**src/rtl/hot_pkg.sv**
```systemverilog
// Shared types and helpers for the one-hot ring monitor.
// Holds the FSM state encoding, default ring entry position and the vector decoder.
package hot_pkg;

  typedef enum logic [1:0] {
    IDLE  = 2'd0,
    TRACK = 2'd1,
    FAULT = 2'd2
  } state_t;

  localparam int DEFAULT_START_POS = 4;
  localparam int MAX_W             = 32;
  localparam int MAX_IDX_W         = 5;

  // Returns {legal, idx}; legal means exactly one bit set and none above start_pos.
  function automatic logic [MAX_IDX_W:0] onehot_to_idx(input logic [MAX_W-1:0] vec,
                                                       input int start_pos);
    logic [MAX_IDX_W-1:0] idx;
    int                   ones;
    logic                 high;
    idx  = '0;
    ones = 0;
    high = 1'b0;
    for (int i = 0; i < MAX_W; i++) begin
      if (vec[i]) begin
        ones++;
        idx = MAX_IDX_W'(i);
        if (i > start_pos) high = 1'b1;
      end
    end
    return {(ones == 1) && !high, idx};
  endfunction

endpackage

```
**src/rtl/hot_sat_cnt.sv**
```systemverilog
// Saturating up-counter with synchronous clear.
// Used for the ring rotation count and the optional error count.
module hot_sat_cnt #(
  parameter int W = 8
) (
  input  logic         clk,
  input  logic         reset,
  input  logic         clr,
  input  logic         inc,
  output logic [W-1:0] cnt
);

  always_ff @(posedge clk or negedge reset) begin
    if (!reset) begin
      cnt <= '0;
    end else if (clr) begin
      cnt <= '0;
    end else if (inc && (cnt != '1)) begin
      cnt <= cnt + W'(1);
    end
  end

endmodule

```
**src/rtl/hot_monitor.sv**
```systemverilog
// Checker for the one-hot ring sequencer: decodes the token position, checks ring order, counts rotations.
// Define HOT_MONITOR_ERRCNT_EN to add a saturating err_cnt output.
//
// state | meaning
// IDLE  | no legal token seen since reset/clr
// TRACK | following the ring, expected successor known
// FAULT | last sample was not legal one-hot
module hot_monitor
  import hot_pkg::*;
#(
  parameter int WIDTH     = 6,
  parameter int START_POS = DEFAULT_START_POS,
  parameter int CNT_W     = 8
) (
  input  logic                     clk,
  input  logic                     reset,
  input  logic [WIDTH-1:0]         hot_in,
  input  logic                     hot_vld,
  input  logic                     clr,
  output logic [$clog2(WIDTH)-1:0] idx_o,
  output logic                     idx_vld,
  output logic                     err_onehot,
  output logic                     err_seq,
  output logic                     err_sticky,
  output logic [CNT_W-1:0]         wrap_cnt,
  output logic [1:0]               state_o
`ifdef HOT_MONITOR_ERRCNT_EN
  ,
  output logic [CNT_W-1:0]         err_cnt
`endif
);

  localparam int IDX_W = $clog2(WIDTH);
  localparam logic [IDX_W-1:0] START_IDX = IDX_W'(START_POS);

  state_t             state_q, state_d;
  logic [IDX_W-1:0]   exp_q, exp_d;
  logic [IDX_W-1:0]   pos, succ;
  logic               legal;
  logic [MAX_IDX_W:0] conv;
  logic               unused_idx_hi;
  logic               idx_upd, onehot_d, seq_d, wrap_inc, err_any;

  assign conv          = onehot_to_idx(MAX_W'(hot_in), START_POS);
  assign legal         = conv[MAX_IDX_W];
  assign pos           = conv[IDX_W-1:0];
  assign unused_idx_hi = ^conv[MAX_IDX_W-1:IDX_W];
  assign succ          = (pos == '0) ? START_IDX : pos - IDX_W'(1);

  always_ff @(posedge clk or negedge reset) begin
    if (!reset) begin
      state_q <= IDLE;
      exp_q   <= START_IDX;
    end else begin
      state_q <= state_d;
      exp_q   <= exp_d;
    end
  end

  always_comb begin
    state_d = state_q;
    exp_d   = exp_q;
    if (clr) begin
      state_d = IDLE;
      exp_d   = START_IDX;
    end else if (hot_vld) begin
      if (!legal) begin
        state_d = FAULT;
      end else begin
        state_d = TRACK;
        exp_d   = succ;
      end
    end
  end

  // Only TRACK judges order; IDLE and FAULT (re)acquire on any legal token.
  always_comb begin
    idx_upd  = 1'b0;
    onehot_d = 1'b0;
    seq_d    = 1'b0;
    wrap_inc = 1'b0;
    if (!clr && hot_vld) begin
      if (!legal) begin
        onehot_d = 1'b1;
      end else begin
        idx_upd = 1'b1;
        if (state_q == TRACK) begin
          if (pos != exp_q) seq_d = 1'b1;
          else if (pos == START_IDX) wrap_inc = 1'b1;
        end
      end
    end
  end

  assign err_any = onehot_d | seq_d;

  always_ff @(posedge clk or negedge reset) begin
    if (!reset) begin
      idx_o      <= '0;
      idx_vld    <= 1'b0;
      err_onehot <= 1'b0;
      err_seq    <= 1'b0;
      err_sticky <= 1'b0;
    end else begin
      idx_vld    <= idx_upd;
      err_onehot <= onehot_d;
      err_seq    <= seq_d;
      if (idx_upd) idx_o <= pos;
      if (clr) err_sticky <= 1'b0;
      else if (err_any) err_sticky <= 1'b1;
    end
  end

  assign state_o = state_q;

  hot_sat_cnt #(.W(CNT_W)) u_wrap_cnt (
    .clk   (clk),
    .reset (reset),
    .clr   (clr),
    .inc   (wrap_inc),
    .cnt   (wrap_cnt)
  );

`ifdef HOT_MONITOR_ERRCNT_EN
  hot_sat_cnt #(.W(CNT_W)) u_err_cnt (
    .clk   (clk),
    .reset (reset),
    .clr   (clr),
    .inc   (err_any),
    .cnt   (err_cnt)
  );
`endif

endmodule

```
**config.mk**
```make
export PLATFORM = sky130hd
export DESIGN_NAME = hot_monitor
export DESIGN_NICKNAME = d
export VERILOG_FILES = /design/src/rtl/hot_pkg.sv /design/src/rtl/hot_sat_cnt.sv /design/src/rtl/hot_monitor.sv
export SDC_FILE = /design/constraint.sdc
export NUM_CORES = 1
export LEC_CHECK = 0
export ABC_AREA = 0
export CORE_MARGIN = 2
export CORE_UTILIZATION = 41
export CTS_CLUSTER_DIAMETER = 40
export DETAILED_ROUTE_END_ITERATION = 8
export PLACE_DENSITY = 0.76
export REMOVE_ABC_BUFFERS = 1
export SYNTH_ARGS = -nofsm -noshare
export SYNTH_HDL_FRONTEND = slang
export SYNTH_SLANG_ARGS = --single-unit
```
**constraint.sdc**
```tcl
create_clock -name clk -period 3.9 [get_ports clk]
set_clock_uncertainty 0.1 [all_clocks]
set_input_delay 0.78 -clock clk [delete_from_list [all_inputs] [get_ports clk]]
set_output_delay 0.78 -clock clk [all_outputs]
set_load 0.1 [all_outputs]
```
**Word level (Yosys, flattened, before mapping)**

Index checks and enable logic that the tools add are counted.
W data, S select, Z words.

- Input bits: 10
- Bits in registers: 20
- Word-level logic and storage cells: 68

- Reductions and logical operators: 11
- $add $sub $neg: 7
- Muxes and demuxes: 36
- Equal/unequal tests: 5
- Bitwise gates (word level): 1

Operators with widths:

| operator | number |
|---|---|
| $add A32 B2 Y32 const B | 5 |
| $mux W32 | 5 |
| $eq A32 B2 Y1 const B | 1 |
| $mux W3 | 7 |
| $mux W1 | 18 |
| $mux W8 | 2 |
| $add A8 B1 Y8 const B | 1 |
| $mux W2 | 4 |
| $ne A8 B8 Y1 const B | 1 |
| $reduce_bool A2 Y1 | 4 |
| $eq A3 B3 Y1 const B | 1 |
| $logic_and A1 B1 Y1 | 3 |
| $logic_not A3 Y1 | 1 |
| $ne A3 B3 Y1 | 1 |
| $sub A3 B1 Y3 const B | 1 |
| $eq A2 B1 Y1 const B | 1 |
| $logic_not A1 Y1 | 2 |
| $reduce_and A2 Y1 | 1 |
| $or A1 B1 Y1 | 1 |

**Depth between registers and ports, before layout**

Gate-level depths: netlist of the first run.

- Depth in word-level cells: 18
- Mapped depth: 15

**By module**

A second synthesis of the first run with hierarchy kept.

- Cell total of the unflattened synthesis: 147
- Area total of the unflattened synthesis: 1381.3 um^2

Modules (own cells, without submodules):

| module | times used | cells each | area an instance (um^2) |
|---|---|---|---|
| hot_monitor | 1 | 98 | 917.1 |
| hot_sat_cnt | 1 | 49 | 464.2 |

**Worst setup path after synthesis of the first run**

OpenSTA, ideal clock, no wires.

- Path type: input -> register
- Start: input hot_in[0]
- End: register u_wrap_cnt.cnt[4]
- Required time: 3722 ps
- Arrival: 3560 ps
- Stages on the path: 14
- Setup slack: 162 ps
- Path through: ha_1 > nor2b_1 > or2_2 > ha_1 > nand2b_1 > o31ai_1 > inv_1 > ha_1 > and3b_1 > a21oi_2 > a2111o_1 > buf_6 > or3_1 > a21oi_1

- Longest elaborated chain between the ends: 17

RTL lines:

| what | line | source |
|---|---|---|
| start: declaration | hot_monitor.sv:17 | `input logic [WIDTH-1:0] hot_in,` |
| $mux W1 (*) | hot_pkg.sv:25 | `if (vec[i]) begin` |
| $add A32 B2 Y32 | hot_pkg.sv:26 | `ones++;` |
| $mux W32 (*) | hot_pkg.sv:25 |  |
| $add A32 B2 Y32 | hot_pkg.sv:26 |  |
| $mux W32 (*) | hot_pkg.sv:25 |  |
| $add A32 B2 Y32 | hot_pkg.sv:26 |  |
| $mux W32 (*) | hot_pkg.sv:25 |  |
| $add A32 B2 Y32 | hot_pkg.sv:26 |  |
| $mux W32 (*) | hot_pkg.sv:25 |  |
| $add A32 B2 Y32 | hot_pkg.sv:26 |  |
| $mux W32 (*) | hot_pkg.sv:25 |  |
| $eq A32 B2 Y1 (*) | hot_pkg.sv:31 | `return {(ones == 1) && !high, idx};` |
| $logic_and A1 B1 Y1 (*) | hot_pkg.sv:31 |  |
| $mux W1 (*) | hot_monitor.sv:83 | `if (!legal) begin` |
| $mux W1 (*) | hot_monitor.sv:82 | `if (!clr && hot_vld) begin` |
| $logic_and A1 B1 Y1 (*) | hot_sat_cnt.sv:18 | `end else if (inc && (cnt != '1)) begin` |
| $reduce_bool A2 Y1 (no line) (*) | - |  |
| end signal: assignment | hot_sat_cnt.sv:19 | `cnt <= cnt + W'(1);` |
| end: declaration | hot_sat_cnt.sv:10 | `output logic [W-1:0] cnt` |

Every way passes the cells marked *; elsewhere a longest branch is shown, timed or not.
A chain may end at the register's enable or synchronous reset.

**Final worst setup path of the first run**

- Start: input hot_in[2]
- End: register u_wrap_cnt.cnt[5]

- Longest elaborated chain between the ends: 13

RTL lines:

| what | line |
|---|---|
| $mux W32 | hot_pkg.sv:25 |
| $add A32 B2 Y32 | hot_pkg.sv:26 |
| $mux W32 | hot_pkg.sv:25 |
| $add A32 B2 Y32 | hot_pkg.sv:26 |
| $mux W32 | hot_pkg.sv:25 |
| $add A32 B2 Y32 | hot_pkg.sv:26 |
| $mux W32 | hot_pkg.sv:25 |
| $eq A32 B2 Y1 | hot_pkg.sv:31 |
| $logic_and A1 B1 Y1 | hot_pkg.sv:31 |
| $mux W1 (*) | hot_monitor.sv:83 |
| $mux W1 (*) | hot_monitor.sv:82 |
| $logic_and A1 B1 Y1 (*) | hot_sat_cnt.sv:18 |
| $reduce_bool A2 Y1 (no line) (*) | - |

Marks and branches as above.

==> out/qor.yml, run 1 <==
floorplan:
  rows: 20
  die_height_um: 60.7
  die-area_um2: 3690
  io_pins: 27
  die_x_um: 60.7
  core_area_um2: 3050
  initial_utilization_pct: 43.2
clock_network:
  cts_sinks: 20
  clk_pin_slew_ps: 120
  clockBufferDepth: 2
  htreeDepth: 1
  cts_tree: "built"
  numCtsBuffers: 3
  cts_root_buffer: "clkbuf_4"
  postCtsHoldBufs: 0
  insertion_delay_ps: 300
worst_setup_path:
  worstPathArrival_ps: 3900
  crit_required_ps: 4040
  worst_r2r_endpoint: "u_wrap_cnt.cnt[5]"
  cp_common_cell: "a21oi_2"
  worstSetupPathType: "primary input to register"
  cpMaxStageDelayCell: "or4_1"
  path_max_fanout: 10
  cp-end-kind: "register"
  crit_chain: "clkdlybuf4s50_1, buf_4, xor2_2, ha_4, nand2b_1, o31ai_1, inv_1, ha_1, and3b_1, a21oi_2, a2111o_1, or4_1, a21oi_2"
  reg2reg_from: "exp_q[1]"
  startpoint: "hot_in[2]"
  slowest_delay_ps: 550
  cp-start-kind: "primary input"
  worst-r2r-setup-slack_ps: 1500
  rr_worst_depth: 6
power_and_ir_drop:
  ir_worst_vdd_uv: 282
  p_leak_nw: 0.809
  power.total_mw: 0.702
  p_per_area_nw_per_um2: 375
timing:
  setup_viol: 0
  max_freq_mhz: 266
  post-route-period-util_pct: 96.4
  finalHoldWorstSlack_ps: 420
  worst_slack_ps: 139
  finalHoldViolations: 0
  slew_viol_final: 0
  tightest_slew_ps: 983
  tns_ps: 0
  layout_min_cycle_time_ps: 3760
  rsz0062_at_grt: "false"
  max_slew_margin_pct: 34.3
finish:
  diodes: 0
  design_area_um2: 1870
  area.growth.synth_to_final_pct: 41.8
  nNetsFinal: 197
  final_layout_size_suffix_gt1_share_pct: 26.1
routing:
  wl_per_cell_um: 14.3
  initialDrtViolationCount: 33
  viasPerCell: 5.25
  num_vias: 1175
  detail-route-antenna-nets: 0
  drc: 0
  drtPass1Iterations: 4
  wl_um: 3210
yosys:
  synthCells: 133
  yosysTopAreaCell: "dfrtp_1"
  synthTopCellsByArea: "dfrtp_1 (36%), ha_1 (5.7%), a21oi_1 (3.8%)"
  netlist_area_um2: 1320
  ys_seq_elements: 20
  ys_warn_count: 0
  yosysMostFrequentCell: "dfrtp_1"
  synth_common_cells: "dfrtp_1 (19), a21oi_1 (10), inv_1 (10), nor2_1 (10), or3_1 (7)"
  synth-edff-count: 0
  synth.avg_cell_area_um2: 9.92
  yosysUniqueCellTypes: 48
  yosysTopAreaCellShare_pct: 36.1
  ys_seq_area_share_pct: 38.0
  synth_ff_type: "dfrtp_1"
  synthArstFlopShare_pct: 100
place:
  dp_slack_ps: -422
  portBuffers: 26
  place_hpwl_um: 2450
  gp_congestion: 0.838
  placed_cell_area_um2: 1750
global_routing:
  gr-total-overflow: 0
  grt_max_degree: 21
  grt_antenna_before_repair: 0
  grt_pass1_wl_um: 5340
  groute.usage.overall_pct: 19.5
  grt_pass1_vias: 1217
hold_path:
  holdCritStartpoint: "err_sticky"
  worst_hold_path_type: "register to register"
  min_to: "err_sticky"
  holdPathStages: 1
flow_run:
  cap_violations: 0
outcome:
  status: "finished clean"
[kinds of logic (layout without fill, tap and decap cells)]
logic type | count (synthesis) | after routing | synth area share [%]
buffers and inverters | 16 | 63 | 6.36
AOI/OAI and AO/OA | 37 | 37 | 23.2
and+or+nand+nor | 47 | 47 | 19.9
DFF | 20 | 20 | 38.0
muxes | 3 | 3 | 2.47
adders and majority gates | 6 | 6 | 5.69
xor gates and xnor gates | 4 | 4 | 4.27
[report_power, final]
part	total (mW)	switching (mW)	internal, mW	leakage [nW]
sequential	0.235	0.00963	0.226	0.267
clock	0.169	0.0654	0.104	0.0279
combinational	0.298	0.196	0.101	0.514
[cell usage in the layout, fill, tap and decap left out, drive strengths merged, types with 3 or more instances in the layout]
cell	netlist	layout
clkdlybuf4s50	0	24
buf	5	23
dfrtp	19	19
a21oi	11	11
inv	10	10
nor2	10	10
or3	7	7
nand2	6	6
ha	6	6
nand3	5	5
o21ai	5	5
a211oi	4	4
o31ai	3	3
clkbuf	1	3
xor2	3	3
nor2b	3	3
[sequential cells by signal, indices dropped and copies added (netlist names)]
register and cells:
state_o 2, err_seq 1, idx_vld 1, exp_q 3, err_sticky 1, err_onehot 1, idx_o 3, u_wrap_cnt.cnt 8
[layer usage]
layer  vias up  share of wire [%]  GRT usage, %
met5         -                  0             0
met4         0                1.1          5.59
met3         4                3.1          2.99
met2        27                 50          34.4
met1       567                 45          24.7
li1        577                  -             -
[timing repair]
item | 4_1_cts | 5_1_grt
pin swaps | 5 | 3
gates resized for setup | 5 | 8
endpoints found under the setup margin | 4 | 9
setup buffers | 2 | 0
[through the flow]
step | instances | util (%)
floorplan | 127 | -
global placement | 218 | 57.2
detailed placement | 218 | 57.2
CTS | 224 | 60.0
global route | 224 | 61.3
finish | 224 | 61.3
[layout make-up]
| class | count | area (um2) |
|---|---|---|
| Tap cell | 44 | 55.1 |
| Inverter | 10 | 37.5 |
| Sequential cell | 20 | 502 |
| Clock buffer | 3 | 22.5 |
| Multi-Input combinational cell | 97 | 786 |
| Timing Repair Buffer | 49 | 438 |
| Fill cell | 287 | 1180 |
| Clock inverter | 1 | 30.0 |
[critical path, delay by kind of cell]
family / cells / cell delay [ps]
buf+inv: 3 / 780
xor+xnor: 1 / 190
fa+ha+maj: 2 / 500
compound gates: 4 / 730
simple gates: 3 / 900
[how the worst max path moves through the flow]
stage,end,cells past startpoint
floorplan,u_wrap_cnt.cnt[5],13
global placement,u_wrap_cnt.cnt[5],14
detailed placement,u_wrap_cnt.cnt[5],14
CTS,u_wrap_cnt.cnt[5],14
global route,u_wrap_cnt.cnt[4],14
finish,u_wrap_cnt.cnt[5],13
(Power assumes the default switching activity.)
==> inputs of run 2 (changes only) <==
--- a/config.mk
+++ b/config.mk
@@ -7,10 +7,10 @@
 export LEC_CHECK = 0
 export ABC_AREA = 0
 export CORE_MARGIN = 2
-export CORE_UTILIZATION = 41
+export CORE_UTILIZATION = 35
 export CTS_CLUSTER_DIAMETER = 40
 export DETAILED_ROUTE_END_ITERATION = 8
-export PLACE_DENSITY = 0.76
+export PLACE_DENSITY = 0.69
 export REMOVE_ABC_BUFFERS = 1
 export SYNTH_ARGS = -nofsm -noshare
 export SYNTH_HDL_FRONTEND = slang
==> out/qor.yml, run 2 (same netlist as run 1, synthesis figures left out) <==
place:
  placed_cell_area_um2: 1740
  place_hpwl_um: 2280
  dp.cells: 221
  gp_congestion: 0.816
  portBuffers: 26
worst_setup_path:
  worst-r2r-setup-slack_ps: 1520
  slowest_delay_ps: 540
  worst-path-buf-inv: 2
  worstPathArrival_ps: 3830
  cp-start-kind: "primary input"
  worstSetupPathType: "primary input to register"
  cp-end-kind: "register"
  path_max_fanout: 7
  cpMaxStageDelayCell: "or4_1"
  crit_family: "simple AND/OR/NAND/NOR gates"
  crit_chain: "dlygate4sd2_1, ha_2, nor2b_1, or2_4, ha_4, nand2b_1, o31ai_2, inv_1, ha_1, and3b_1, a21oi_2, a2111o_1, or4_1, a21oi_1"
  crit_required_ps: 3980
clock_network:
  cts_root_buffer: "clkbuf_8"
  clk_pin_slew_ps: 70
  numCtsBuffers: 3
  postCtsHoldBufs: 0
  insertion_delay_ps: 250
  htreeDepth: 1
  cts_sinks: 20
  cts_tree: "built"
  clockBufferDepth: 2
routing:
  detail-route-antenna-nets: 0
  initialDrtViolationCount: 57
  drtPass1Iterations: 4
  wl_per_cell_um: 13.2
  viasPerCell: 5.12
  wl_um: 2970
  num_vias: 1156
  drc: 0
timing:
  finalHoldViolations: 0
  rsz0062_at_grt: "false"
  slew_viol_final: 0
  max_slew_margin_pct: 34.8
  tightest_slew_ps: 975
  post-route-period-util_pct: 96.1
  setup_viol: 0
  max_freq_mhz: 267
  layout_min_cycle_time_ps: 3750
floorplan:
  rows: 22
  core_area_um2: 3630
  die_height_um: 65.4
  io_pins: 27
  initial_utilization_pct: 36.3
  die-area_um2: 4280
  die_x_um: 65.4
finish:
  largest_register_ffs: 8
  design_area_um2: 1850
  nNetsFinal: 195
  final_common_cell: "clkdlybuf4s50_1"
  top_regs: "u_wrap_cnt.cnt (8), exp_q (3), idx_o (3)"
  diodes: 0
  area.growth.synth_to_final_pct: 39.9
  final_cell_mix: "clkdlybuf4s50_1 (23), buf_4 (20), dfrtp_1 (19)"
  fill_cells: 338
  top_register: "u_wrap_cnt.cnt"
  final_layout_size_suffix_gt1_share_pct: 23.6
  stdcell_count: 226
  fin_util_pct: 50.8
global_routing:
  gr-total-overflow: 0
  grt_pass1_vias: 1194
  groute.usage.overall_pct: 15.6
  grt_max_degree: 21
  grt_antenna_before_repair: 0
  grt_pass1_wl_um: 5250
outcome:
  status: "finished clean"
flow_run:
  cap_violations: 0
hold_path:
  worst_hold_path_type: "register to register"
power_and_ir_drop:
  ir_worst_vdd_uv: 216
  power.total_mw: 0.685
  p_leak_nw: 0.806
  p_per_area_nw_per_um2: 371
==> run 2: path summary, 6_finish.rpt <==
path                           start                 to  cells past startpoint
min in group asynchronous      reset  u_wrap_cnt.cnt[0]                      1
hold / removal              idx_o[0]           idx_o[0]                      1
hold reg to reg             idx_o[0]           idx_o[0]                      1
setup reg to reg            exp_q[1]  u_wrap_cnt.cnt[7]                      6
max in group asynchronous      reset  u_wrap_cnt.cnt[7]                      1
setup / recovery           hot_in[1]  u_wrap_cnt.cnt[7]                     14
==> run 2: repair_timing <==
action                                  4_1_cts  5_1_grt
endpoints found under the setup margin        7       11
setup buffers                                 1        0
pin swaps                                     4        4
resized for setup                             7        3
==> run 2: power breakdown <==
part | switching [mW] | internal (mW)
logic | 0.195 | 0.101
clock network | 0.0638 | 0.0897
registers | 0.00966 | 0.226
==> run 2: layer usage <==
metal / GRT usage [%] / wire [um] / share of wire [%]
met5: 0 / 0 / 0
met3: 1.88 / 100 / 3.4
met2: 28.7 / 1580 / 53
met1: 19.2 / 1270 / 43
met4: 3.91 / 21 / 0.71
==> run 2: per-stage QoR <==
stage	setup TNS, ps	hold WS (ps)	setup WS [ps]
after floorplan	0	384	57.4
after global placement	-2460	372	-288
after detailed placement	-3440	399	-350
after CTS	0	416	18.7
after global routing	0	435	0.707
final	0	409	151
==> run 2: area by class of cell <==
type	count	area (um2)	area share, %
Inverter	10	37.5	2.03
Multi-Input combinational cell	97	766	41.5
Tap cell	48	60.1	3.25
Sequential cell	20	502	27.2
Timing Repair Buffer	47	425	23.1
Clock buffer	4	55.1	2.98
==> inputs of run 3 (changes only) <==
--- a/config.mk
+++ b/config.mk
@@ -7,10 +7,10 @@
 export LEC_CHECK = 0
 export ABC_AREA = 0
 export CORE_MARGIN = 2
-export CORE_UTILIZATION = 35
+export CORE_UTILIZATION = 54
 export CTS_CLUSTER_DIAMETER = 40
 export DETAILED_ROUTE_END_ITERATION = 8
-export PLACE_DENSITY = 0.69
+export PLACE_DENSITY = 0.94
 export REMOVE_ABC_BUFFERS = 1
 export SYNTH_ARGS = -nofsm -noshare
 export SYNTH_HDL_FRONTEND = slang
==> out/qor.yml, run 3 (same netlist as run 1, synthesis figures left out) <==
global_routing:
  grt_pass1_wl_um: 5690
  grt_antenna_before_repair: 0
  grt_pass1_vias: 1308
  gr-total-overflow: 0
  grt_max_degree: 21
  groute.usage.overall_pct: 27.5
place:
  place_hpwl_um: 2530
  dp.cells: 202
  dp_slack_ps: -439
  placed_cell_area_um2: 1730
  portBuffers: 26
  gp_congestion: 0.844
flow_run:
  cap_violations: 0
finish:
  final_common_cell: "clkdlybuf4s50_1"
  top_register: "u_wrap_cnt.cnt"
  stdcell_count: 208
  final_layout_size_suffix_gt1_share_pct: 25.6
  nNetsFinal: 197
  area.growth.synth_to_final_pct: 40.2
  top_regs: "u_wrap_cnt.cnt (8), exp_q (3), idx_o (3)"
  final_cell_mix: "clkdlybuf4s50_1 (23), buf_4 (21), dfrtp_1 (19), inv_1 (10), nor2_1 (10)"
  largest_register_ffs: 8
  design_area_um2: 1850
  diodes: 0
routing:
  drc: 0
  detail-route-antenna-nets: 0
  drtPass1Iterations: 4
  viasPerCell: 6.19
  wl_um: 3730
  initialDrtViolationCount: 48
  wl_per_cell_um: 18.0
  num_vias: 1288
timing:
  layout_min_cycle_time_ps: 3700
  slew_viol_final: 0
  max_slew_margin_pct: 33.4
  setup_viol: 0
  finalHoldViolations: 0
  max_freq_mhz: 270
  tightest_slew_ps: 996
  rsz0062_at_grt: "false"
  worst_slack_ps: 201
  post-route-period-util_pct: 94.9
floorplan:
  rows: 17
  die-area_um2: 2850
  die_height_um: 53.4
  core_area_um2: 2250
  die_x_um: 53.4
  io_pins: 27
  initial_utilization_pct: 58.5
power_and_ir_drop:
  p_per_area_nw_per_um2: 386
  ir_worst_vdd_uv: 420
  p_leak_nw: 0.825
  power.total_mw: 0.714
clock_network:
  insertion_delay_ps: 300
  cts_tree: "built"
  cts_root_buffer: "clkbuf_4"
  htreeDepth: 1
  clk_pin_slew_ps: 110
  postCtsHoldBufs: 0
  clockBufferDepth: 2
  numCtsBuffers: 3
  cts_sinks: 20
outcome:
  status: "finished clean"
worst_setup_path:
  startpoint: "hot_in[1]"
  reg2reg_from: "exp_q[1]"
  worstPathArrival_ps: 3830
  worst_r2r_endpoint: "u_wrap_cnt.cnt[5]"
  path_max_fanout: 5
  worstSetupPathType: "primary input to register"
  worst-r2r-setup-slack_ps: 1360
  crit_required_ps: 4030
  cp-end-kind: "register"
  rr_worst_depth: 7
  crit_end: "u_wrap_cnt.cnt[7]"
  cp-start-kind: "primary input"
hold_path:
  holdPathStages: 1
  worst_hold_path_type: "register to register"
==> run 3: worst max-delay path, stage by stage <==
cell and delay, ps:
dlymetal6s2s_1 150, ha_2 180, nor2b_1 140, or2_2 280, ha_1 310, nand2b_4 150
o31ai_4 80, inv_1 80, ha_1 260, and3b_1 220, a21oi_2 50, a2111o_1 480
or4_1 540, a21oi_1 140
==> run 3: power by group <==
part / internal, mW / total, mW / switching (mW) / leakage, nW
Sequential: 0.226 / 0.239 / 0.0129 / 0.267
Clock: 0.104 / 0.168 / 0.0645 / 0.0279
Combinational: 0.100 / 0.307 / 0.206 / 0.530
==> run 3: area by class of cell <==
cell class / instances / area (um2)
Tap cell: 28 / 35.0
Fill cell: 139 / 405
Multi-Input combinational cell: 98 / 786
Clock inverter: 1 / 30.0
Timing Repair Buffer: 48 / 437
Clock buffer: 3 / 22.5
Inverter: 10 / 37.5
Sequential cell: 20 / 502
==> run 3: worst min-delay path by stage <==
stage	start	end	slack (ps)
floorplan	reset	err_onehot	380
global placement	err_sticky	err_sticky	370
detailed placement	err_sticky	err_sticky	390
CTS	idx_o[1]	idx_o[1]	420
global route	err_sticky	err_sticky	430
finish	err_sticky	err_sticky	420
==> run 3: routing by layer <==
metal / track usage (%) / up-vias / wire (um)
met3: 1.69 / 6 / 187
met2: 52.9 / 53 / 2040
met1: 32.5 / 648 / 1450
li1: - / 581 / -
met4: 6.84 / 0 / 57
met5: 0 / - / 0
==> run 3: per-stage QoR <==
step | hold WS [ps] | util (%) | TNS [ps]
2_1_floorplan | 384 | - | 0
3_3_place_gp | 371 | 76.5 | -2130
3_5_place_dp | 390 | 76.5 | -4210
4_1_cts | 420 | 80.2 | 0
5_1_grt | 433 | 82.0 | 0
6_report | 416 | 82.0 | 0
==> run 3: repair_timing <==
item / in CTS / in global routing
resized for setup: 3 / 10
cloned: 1 / 0
setup endpoints to repair: 7 / 10
pin swaps: 3 / 3
setup buffers: 1 / 0
==> RTL change: new RTL, config.mk and constraints of run 1 <==
Build with the macro `HOT_MONITOR_ERRCNT_EN` defined.
--- a/src/rtl/hot_monitor.sv
+++ b/src/rtl/hot_monitor.sv
@@ -7,2 +7,4 @@
 // FAULT | last sample was not legal one-hot
+`define HOT_MONITOR_ERRCNT_EN
+
 module hot_monitor
Behaviour (old outputs only; new: err_cnt): unchanged (equiv_simple and equiv_induct, registers matched by name and starting in step).
==> RTL change against run 1 <==
- routed wire length is 29% higher
- power is 24% higher
- area after synthesis is 30% higher
- register-to-register slack better by 40 ps
- utilization is 2.4 points lower
- count of clock-buffer cells in the layout did not move
- sequential cell count rose by 8
- worst setup slack worse by 35 ps
- sequential share of layout area is 3.0 points higher
- final area increased by 26%
- die area rose by 28%
- combinational power is 7.4% higher
==> RTL change: results (changes against run 1) <==
status complete, no violations; layout cells sized above 1 0.203 (-0.0585); Regs by FF count u_err_cnt.cnt (8), u_wrap_cnt.cnt (8); Crit path max-delay family simple AND/OR/NAND/NOR gates; main flop type after synthesis dfrtp_1; final WL 4120 µm (+29%); Reg clk slew, reported paths 100 ps (-20 ps); CP max FO 6 (-4); reg2reg start exp_q[1]; root buffer cell clkbuf_8; via count 1,575 (+34%); gpl congestion 0.857 (+2.3%); Worst path slowest cell or4_4; Hold EP u_err_cnt.cnt[6]; Tot GR Track Use 0.186 (-0.00837); Slew headroom 0.343 (+0.000575); largest net degree at the start of global routing 29 (+38%); port bufs 34 (+31%); initial antenna violation count 0 (unchanged); number of diodes 0 (unchanged); global-route wire length before repair 6720 µm (+26%); detail-routed via count per cell 5.59 (+6.5%); worst reg2reg path depth 7 (+1); Max VDD drop 0.275 mV (-2.6%); Post-DP Area 2220 µm² (+27%); DR pass1 iterations 4 (unchanged); Critical Path Max Stage Delay 480 ps (-70 ps); Leak 1.08 nW (+33%); Post-DP HPWL 2990 µm (+22%); CP Capture Point u_err_cnt.cnt[2]; Nets 250 (+27%); library cells used by synthesis 51 (+6.3%); hold path start u_err_cnt.cnt[6]; R2R Setup Slk 1540 ps (+40 ps); latest clock arrival within the worst-skew pair 270 ps (-30 ps); number of global-route vias before repair 1,477 (+21%); Post-Syn Instances 179 (+35%); Seq/Total Area, Yosys 0.410 (+0.0299); Synth area leaders dfrtp_1 40%, ha_1 5.1%, a21oi_1 3.8%; CP Launch Point hot_in[1]; DR iter-0 viols 91 (+180%); most frequent cells after synthesis 27 x dfrtp_1, 13 x a21oi_1, 12 x nand2_1, 11 x inv_1; FFs w/ async S/R, synth 1.00 (unchanged); Post-Place Cells 277 (+27%); Hold Path Class reg2reg; synth warn 0 (unchanged); Worst Hold Path Cells 1 (unchanged); clk sink count 28 (+40%)
RTL change: cell types whose count changed in the layout (fill, tap and decap cells not counted), moves of 4 or more:
cell	before	now
nand3_1	5	9
nand2_1	6	11
mux2i_1	1	6
dfrtp_1	19	27
clkdlybuf4s50_1	24	31
RTL change: area by class of cell:
| class | instances | area (µm²) |
|---|---|---|
| multi-input cells | 133 | 963 |
| clock buffers | 3 | 41.3 |
| well taps | 50 | 62.6 |
| flip-flops and latches | 28 | 702 |
| repair buffers | 56 | 513 |
| fillers | 364 | 1650 |
| clock inverters | 1 | 30.0 |
| inverters | 11 | 41.3 |
RTL change: metal layers:
| metal | GRT usage | part of all wire | vias to the layer above |
|---|---|---|---|
| met5 | 0 | 0 | - |
| met4 | 0.0400 | 0.013 | 0 |
| li1 | - | - | 762 |
| met1 | 0.267 | 0.47 | 751 |
| met3 | 0.0357 | 0.058 | 8 |
| met2 | 0.292 | 0.46 | 54 |
RTL change: timing repair:
item                       CTS  global route
pin swaps                    4             2
resized for setup            8             8
setup endpoints to repair   17            25
setup buffers                1             0
RTL change: kinds of logic (layout without fill, tap and decap cells):
kind of cell	count (synthesis)	count (layout)	synth area share
buf+inv	18	71	0.0512
xor+xnor	4	4	0.0285
compound gates	42	42	0.169
fa+ha+maj	7	7	0.0512
flops	28	28	0.410
mux	9	9	0.0549
simple gates	71	71	0.235
RTL change: per-stage QoR:
step	worst slack, ps	hold slack, ps
global route	21.7	439
floorplan	210	384
global placement	-268	389
CTS	0.174	414
finish	104	406
detailed placement	-416	390
RTL change: report_power, final:
group | internal (W) | total (W) | switching, W | leakage, nW
Combinational | 0.000104 | 0.000320 | 0.000216 | 0.665
Clock | 0.000137 | 0.000227 | 0.0000900 | 0.0357
Sequential | 0.000311 | 0.000323 | 0.0000123 | 0.378
